[config.mk]
export PLATFORM = sky130hd
export DESIGN_NAME = agc_ctrl
export DESIGN_NICKNAME = d
export VERILOG_FILES = /design/src/rtl/agc_ctrl.sv
export SDC_FILE = /design/constraint.sdc
export NUM_CORES = 1
export LEC_CHECK = 0
export ABC_AREA = 0
export CAP_MARGIN = 5
export CELL_PAD_IN_SITES_DETAIL_PLACEMENT = 0
export CELL_PAD_IN_SITES_GLOBAL_PLACEMENT = 1
export CORE_MARGIN = 2
export CORE_UTILIZATION = 35
export CTS_CLUSTER_DIAMETER = 80
export DETAILED_ROUTE_END_ITERATION = 7
export GPL_ROUTABILITY_DRIVEN = 0
export PLACE_DENSITY_LB_ADDON = 0.08
export SLEW_MARGIN = 20
export SYNTH_ARGS = -nofsm -noshare
export SYNTH_HDL_FRONTEND = slang
export SYNTH_SLANG_ARGS = --single-unit
[constraint.sdc]
create_clock -name clk -period 9.36 [get_ports clk]
set_input_delay 1.404 -clock clk [delete_from_list [all_inputs] [get_ports clk]]
set_output_delay 1.404 -clock clk [all_outputs]
set_load 0.005 [all_outputs]
[src/rtl/agc_ctrl.sv]
// agc_ctrl: window-peak automatic gain control for the I/Q shift/round stage.
// Measures the peak magnitude over each window of accepted samples, then steps
// the left-shift adjust word down on clip or overload and up on low level.
//
//   state    | meaning
//   ---------+-----------------------------------------------------------
//   S_IDLE   | loop open; adjust tracks clamped adj_init, accumulators clear
//   S_ACCUM  | collecting window samples (peak, clip, count) on nd
//   S_DECIDE | one cycle: apply gain step, publish window results
//   S_SETTLE | ignore samples while the new shift propagates downstream
module agc_ctrl #(
  parameter int DATA_WIDTH = 20,
  parameter int ADJ_WIDTH  = 11,
  parameter int ADJ_MAX    = 16,
  parameter int WIN_LOG2   = 10,
  parameter int SETTLE     = 4
) (
  input  logic                         clk,
  input  logic                         rst,
  input  logic                         enable,
  input  logic [ADJ_WIDTH-1:0]         adj_init,
  input  logic [DATA_WIDTH-2:0]        hi_thresh,
  input  logic [DATA_WIDTH-2:0]        lo_thresh,
  input  logic signed [DATA_WIDTH-1:0] din_i,
  input  logic signed [DATA_WIDTH-1:0] din_q,
  input  logic                         nd,
  output logic [ADJ_WIDTH-1:0]         adjust,
  output logic                         adj_valid,
  output logic [DATA_WIDTH-2:0]        peak_out,
  output logic                         peak_valid,
  output logic                         clip_flag
);

  localparam logic [1:0] S_IDLE   = 2'd0;
  localparam logic [1:0] S_ACCUM  = 2'd1;
  localparam logic [1:0] S_DECIDE = 2'd2;
  localparam logic [1:0] S_SETTLE = 2'd3;

  localparam int MW = DATA_WIDTH - 1;
  localparam int SW = (SETTLE > 1) ? $clog2(SETTLE) : 1;

  localparam logic [MW-1:0]                MAG_MAX     = '1;
  localparam logic signed [DATA_WIDTH-1:0] POS_FS      = {1'b0, {MW{1'b1}}};
  localparam logic signed [DATA_WIDTH-1:0] NEG_FS      = {1'b1, {MW{1'b0}}};
  localparam logic [ADJ_WIDTH-1:0]         ADJ_MAX_W   = ADJ_WIDTH'(ADJ_MAX);
  localparam logic [ADJ_WIDTH-1:0]         ADJ_ONE     = ADJ_WIDTH'(1);
  localparam logic [ADJ_WIDTH-1:0]         ADJ_TWO     = ADJ_WIDTH'(2);
  localparam logic [WIN_LOG2-1:0]          WIN_LAST    = '1;
  localparam logic [SW-1:0]                SETTLE_LOAD = SW'(SETTLE - 1);

  logic [1:0]           state;
  logic [WIN_LOG2-1:0]  win_cnt;
  logic [MW-1:0]        peak_acc;
  logic                 clip_acc;
  logic [SW-1:0]        settle_cnt;

  logic [MW-1:0]        mag_i;
  logic [MW-1:0]        mag_q;
  logic [MW-1:0]        mag;
  logic                 clip_smp;
  logic [ADJ_WIDTH-1:0] adj_cfg;
  logic [ADJ_WIDTH-1:0] adj_next;

  // Most-negative input saturates to full scale instead of wrapping to zero.
  function automatic logic [MW-1:0] abs_sat(input logic signed [DATA_WIDTH-1:0] x);
    if (x == NEG_FS)
      abs_sat = MAG_MAX;
    else if (x[DATA_WIDTH-1])
      abs_sat = MW'(-x);
    else
      abs_sat = MW'(x);
  endfunction

  // Sample magnitude/clip detection, clamped start value and next gain step.
  always_comb begin
    mag_i    = abs_sat(din_i);
    mag_q    = abs_sat(din_q);
    mag      = (mag_i > mag_q) ? mag_i : mag_q;
    clip_smp = (din_i == POS_FS) || (din_i == NEG_FS) ||
               (din_q == POS_FS) || (din_q == NEG_FS);
    adj_cfg  = (adj_init > ADJ_MAX_W) ? ADJ_MAX_W : adj_init;
    adj_next = adjust;
    if (clip_acc)
      adj_next = (adjust >= ADJ_TWO) ? adjust - ADJ_TWO : '0;
    else if (peak_acc > hi_thresh)
      adj_next = (adjust >= ADJ_ONE) ? adjust - ADJ_ONE : '0;
    else if (peak_acc < lo_thresh)
      adj_next = (adjust < ADJ_MAX_W) ? adjust + ADJ_ONE : ADJ_MAX_W;
  end

  // Control FSM, window accumulators and registered outputs.
  always_ff @(posedge clk) begin
    adj_valid  <= 1'b0;
    peak_valid <= 1'b0;
    if (rst) begin
      state      <= S_IDLE;
      adjust     <= '0;
      peak_out   <= '0;
      clip_flag  <= 1'b0;
      win_cnt    <= '0;
      peak_acc   <= '0;
      clip_acc   <= 1'b0;
      settle_cnt <= '0;
    end else if (state != S_IDLE && !enable) begin
      // Opening the loop discards any partial window.
      state    <= S_IDLE;
      win_cnt  <= '0;
      peak_acc <= '0;
      clip_acc <= 1'b0;
    end else begin
      case (state)
        S_IDLE: begin
          adjust   <= adj_cfg;
          win_cnt  <= '0;
          peak_acc <= '0;
          clip_acc <= 1'b0;
          if (enable) state <= S_ACCUM;
        end
        S_ACCUM: begin
          if (nd) begin
            win_cnt  <= win_cnt + 1'b1;
            peak_acc <= (mag > peak_acc) ? mag : peak_acc;
            clip_acc <= clip_acc | clip_smp;
            if (win_cnt == WIN_LAST) state <= S_DECIDE;
          end
        end
        S_DECIDE: begin
          adjust     <= adj_next;
          adj_valid  <= (adj_next != adjust);
          peak_out   <= peak_acc;
          peak_valid <= 1'b1;
          clip_flag  <= clip_acc;
          win_cnt    <= '0;
          peak_acc   <= '0;
          clip_acc   <= 1'b0;
          settle_cnt <= SETTLE_LOAD;
          state      <= S_SETTLE;
        end
        S_SETTLE: begin
          if (settle_cnt == '0) state <= S_ACCUM;
          else settle_cnt <= settle_cnt - 1'b1;
        end
        default: state <= S_IDLE;
      endcase
    end
  end

endmodule

* After elaboration in Yosys (flattened, before gate mapping)
Index checks and enable logic that the tools add are counted.
** Storage, ports and cells
- Flip-flop bits (word level) :: 67
- Bits of input ports :: 93
- Logic and storage cells :: 91
** Operators by class
- Add/subtract/negate cells :: 7
- $lt $le $gt $ge :: 8
- Equal/unequal tests :: 15
- Muxes and demuxes :: 28
- Bitwise gates (word level) :: 3
- Reduce and logical (&&, ||, !) cells :: 20
** Operators by type and width (count)
- two-way mux 19 bit :: 7
- equality test 20 bit (second input constant) :: 4
- two-way mux 11 bit :: 7
- greater-than comparator 19 bit :: 3
- negator 19 bit :: 2
- one-hot mux 19 bit (2 select lines) :: 1
- one-hot mux 11 bit (2 select lines) :: 1
- one-hot mux 10 bit (2 select lines) :: 1
- less-than comparator 19 bit :: 1
- inequality test 2 bit (second input constant) :: 6
- adder 11 x 1 -> 11 bit (second input constant) :: 1
- >= comparator 11 x 1 -> 1 bit (second input constant) :: 1
- >= comparator 11 x 2 -> 1 bit (second input constant) :: 1
- greater-than comparator 11 x 5 -> 1 bit (second input constant) :: 1
- less-than comparator 11 x 5 -> 1 bit (second input constant) :: 1
- inequality test 11 bit :: 1
- subtractor 11 x 1 -> 11 bit (second input constant) :: 1
- subtractor 11 x 2 -> 11 bit (second input constant) :: 1
- adder 10 x 1 -> 10 bit (second input constant) :: 1
- equality test 10 bit (second input constant) :: 1
- two-way mux 10 bit :: 1
- two-way mux 2 bit :: 5
- one-hot mux 2 bit (4 select lines) :: 1
- nonzero test 2 bit :: 4
- 17 further kinds :: 27

* Longest topological paths before layout
- Depth in word-level cells :: 9
- Mapped depth :: 33
- Depth with buffers taken out :: 27

* Least setup slack after synthesis
OpenSTA, ideal clock, no wires.
- Kind :: in2reg
- From :: input din_q[0]
- To :: register peak_acc[10]
- Setup time :: 0.060 ns
- Data arrival time :: 7.598 ns
- Data required time :: 9.300 ns
- Slack :: 1.702 ns
- Stages :: 29
- Path buffers :: 5
- Cell sequence :: inv_1 -> ha_1 -> or3b_2 -> nor3_2 -> nand3_1 -> or3_1 -> or3b_1 -> buf_2 -> buf_6 -> and2_1 -> ha_1 -> nand4_1 -> or2_2 -> nor4_1 -> clkbuf_1 -> nor3_1 -> a21oi_2 -> ha_1 -> a21o_1 -> a21oi_1 -> nor2b_1 -> o31ai_1 -> a21oi_1 -> o31a_1 -> o21ai_1 -> nor2b_1 -> buf_1 -> clkbuf_1 -> a22o_1
** Between the ends
- Word-level cells in the longest chain between the ends :: 8
- Elaborated cells between the ends (all ways) :: 12
** Ends and longest elaborated chain
- start: declaration :: RTL line 25 : input logic signed [DATA_WIDTH-1:0] din_q,
- negator 19 bit :: RTL line 69 : abs_sat = MW'(-x);
- two-way mux 19 bit :: RTL line 68 : else if (x[DATA_WIDTH-1])
- two-way mux 19 bit * :: RTL line 66 : if (x == NEG_FS)
- greater-than comparator 19 bit :: RTL line 78 : mag = (mag_i > mag_q) ? mag_i : mag_q;
- two-way mux 19 bit * :: RTL line 78
- greater-than comparator 19 bit or two-way mux 19 bit (tied branches) :: RTL line 122 : peak_acc <= (mag > peak_acc) ? mag : peak_acc;
- inequality test 2 bit (no line) or two-way mux 19 bit (tied branches)
- AND reduction 3 bit (no line) or one-hot mux 19 bit (2 select lines) (tied branches)
- end signal: assignment :: RTL line 122
- end: declaration :: RTL line 53 : logic [MW-1:0] peak_acc;
Mark *: on every way between the ends. The rest lies on a longest branch, timed or not. The select of a mux whose other input is x is not followed.
A chain may end at the register's enable or synchronous reset.

* Worst setup path in the final report
- From :: input din_q[0]
- To :: register peak_acc[7]
Same word-level chain as after synthesis.

==> results.cfg <==
[outcome]
status = completed

[routing]
routed_via_density = 5.24
postRouteAntennaNets = 0
first_pass_iters = 5
first_iter_violations = 430
wl_per_cell_um = 16.0
vias = 6818
post-route-drc-count = 0
wl_mm = 20.9

[synth]
syn_nets = 1110
seq_area_frac_synth_pct = 19.8
synth-seq-cells = 67
synth.distinct_cells = 73
synth_edf_count = 0
synth-main-ff-cell = dfxtp_1
synthCells = 924
syn-mean-instance-area_sq_um = 7.33
async_reset_ff_share_pct = 0
netlist_area_sq_mm = 0.00678
yosys_warnings = 0

[floorplan]
coreArea_sq_mm = 0.0188
die_y_um = 143
start_util_pct = 36.0
dieArea_sq_mm = 0.0205
dieWidth_um = 143
rows = 50
pin_count = 126

[power]
p_clk_share_pct = 25.8
total_power_mw = 1.34
netSwitchingPower_mw = 0.566
netSwitchingFraction_pct = 42.2
p_seq_share_pct = 25.2
ir_drop_mv = 0.100
p_leak_nw = 3.54
pwr-share-comb_pct = 49.0
internal_power_mw = 0.777
p_per_area_mw_per_mm2 = 156

[layout]
nets = 1222
n_fill_cell = 1967
drive_gt1_share_pct = 5.48
multi_input_area_sq_mm = 0.00499
regArea_sq_mm = 0.00134
diodes = 0
area_growth_pct = 26.9

[worst_setup_path]
start_kind = input port
r2r_slack_ns = 4.88
cp-end-kind = flop
crit_type = input port to flop
worstRegToRegCells = 11
cp-startpoint = din_q[0]
r2r-start = adjust[1]
critPathMaxFanout = 19
arrival_ns = 8.24
cp_data_required_time_ns = 9.58

[sta]
slew_headroom_pct = 36.0
tns_ns = 0
hold_viol_final = 0
worst_pin_slew_ns = 0.954
skew_ns = 0.00945
finalSetupViolCount = 0
rsz0062_at_grt = no
fin_crit_ns = 8.01
final.setup.worst_slack_ns = 1.35
final_max_slew_viol_count = 0
fin_crit_sh_pct = 85.6
fmax_mhz = 125

[cts]
root_buffer = clkbuf_16
cts.repair.resized = 0
postCtsHoldBufs = 0
insertion_delay_ns = 0.34
clock-sinks = 67
clk_pin_slew_ns = 0.06
cts_made_buffers = 9
cts_htree_levels = 3
cts_tree = yes
cts_setup_buffers = 0
cts_buffer_depth = 2

[global_routing]
antenna_found_initial = 0
grt_max_degree = 37
grt_pass1_wl_mm = 34.2
track_usage_pct = 20.9
grt_pass1_vias = 6589
grt_remaining_overflow = 0

[min_path]
min-delay-start = peak_out[18]
hold_depth = 2
hold_path_class = flop to flop

[placement]
place_ws_ns = 1.04
port_buffers = 125
dp_hpwl_mm = 16.8

[run]
max_cap_viol_count = 0
state kept, by name, indices dropped and copies added, names as in the netlist:
signal      flops
state           2
settle_cnt      2
adj_valid       1
clip_flag       1
peak_acc       19
peak_valid      1
peak_out       19
clip_acc        1
adjust         11
win_cnt        10
routing by layer:
layer,global-route usage [%],share of wire (%)
met1,30.5,51
met2,32.5,43
met3,2.88,4.4
met4,4.79,1.1
met5,0,0
cells in the final DEF, fill, tap and decap left out, types with 6 or more instances in the layout:
cell               n
dfxtp_1           67
nand3_1           10
a21o_1            17
a211oi_1           6
nor2b_1           11
a21oi_2            9
nand4_1           25
clkdlybuf4s50_1  125
o31ai_1           13
o21ai_0           47
nor3_1            26
and2_1            19
a22o_1            17
inv_1             79
clkbuf_16          9
a21oi_1           87
ha_1              93
buf_4             12
xor2_1            35
nand2_1          126
or3_1             13
nor2_1            58
nor4_1            11
worst paths after layout:
check	end
max	peak_acc[7]
min	peak_out[18]
max reg2reg	adj_valid
min reg2reg	peak_out[18]
worst max-delay path: stages:
cell and delay [ns]:
clkdlybuf4s50_1 0.47, inv_1 0.10, ha_1 0.17, or3b_2 0.48, nor3_2 0.15, nand3_1 0.15, or3_1 0.38, or3b_1 0.60
and2_2 0.29, ha_1 0.27, nand4_1 0.13, or2_2 0.34, or4_1 0.58, nand2_1 0.37, a21oi_2 0.13, ha_1 0.33
a21o_1 0.17, a21oi_1 0.16, nor2b_1 0.07, o31ai_1 0.20, a21oi_1 0.12, o311ai_0 0.43, a21oi_1 0.28, buf_4 0.25
a22o_1 0.23
power groups by stage:
stage	registers (mW)	clock network (mW)	logic, mW
floorplan	0.327	0	0.454
finish	0.339	0.346	0.658
global placement	0.345	0	0.659
global route	0.343	0.371	0.743
CTS	0.338	0.356	0.656
detailed placement	0.345	0	0.652
kinds of logic after synthesis:
logic type,synth area share [%]
adder cells (fa/ha/maj),17.2
flip-flops,19.8
XOR/XNOR,5.17
AO/OA/AOI/OAI,24.3
multiplexers,0.443
AND/OR/NAND/NOR,26.4
buffers and inverters,6.76
through the flow:
step / cell area [sq um] / hold WS (ns) / utilization, % / cells
2_1_floorplan: 6780 / 0.449 / - / 924
3_3_place_gp: 8290 / 0.445 / 44.0 / 1285
3_5_place_dp: 8290 / 0.447 / 44.0 / 1285
4_1_cts: 8590 / 0.456 / 45.6 / 1301
5_1_grt: 8590 / 0.472 / 45.6 / 1301
6_report: 8590 / 0.454 / 45.6 / 1301
area by class of cell:
cell class	count	share of cell area (%)
clock buffers	10	2.78
multi-input cells	742	58.0
well taps	260	3.79
inverters	79	3.45
repair buffers	137	15.6
clock inverters	6	0.757
flip-flops and latches	67	15.6
Yosys cell counts (all sizes together), types with 4 or more instances:
master    n  area share (%)
o21ai    53             4.0
a21oi    96             7.6
a21o     17             1.9
a22oi     4            0.44
nand4    25             2.3
a22o     17             2.2
nor2b    11             1.0
xnor2     5            0.65
nand3    10            0.74
a31oi     4            0.37
clkbuf   27             1.5
xor2     35             4.5
buf       9            0.89
and4      4            0.52
a21boi    4            0.44
ha       93              17
dfxtp    67              20
a211oi    6            0.66
nand2   126             7.0
or3      15             1.5
and2     21             2.0
nor4     13             1.4
and3      5            0.46
nor2     60             3.5
o21a      4            0.44
inv      79             4.4
nor3     27             2.1
o31ai    13             1.4
or2       4            0.37
nand2b    4            0.37
nand3b    5            0.55
or4       7            0.89
Power figures use the tool's default switching activity.
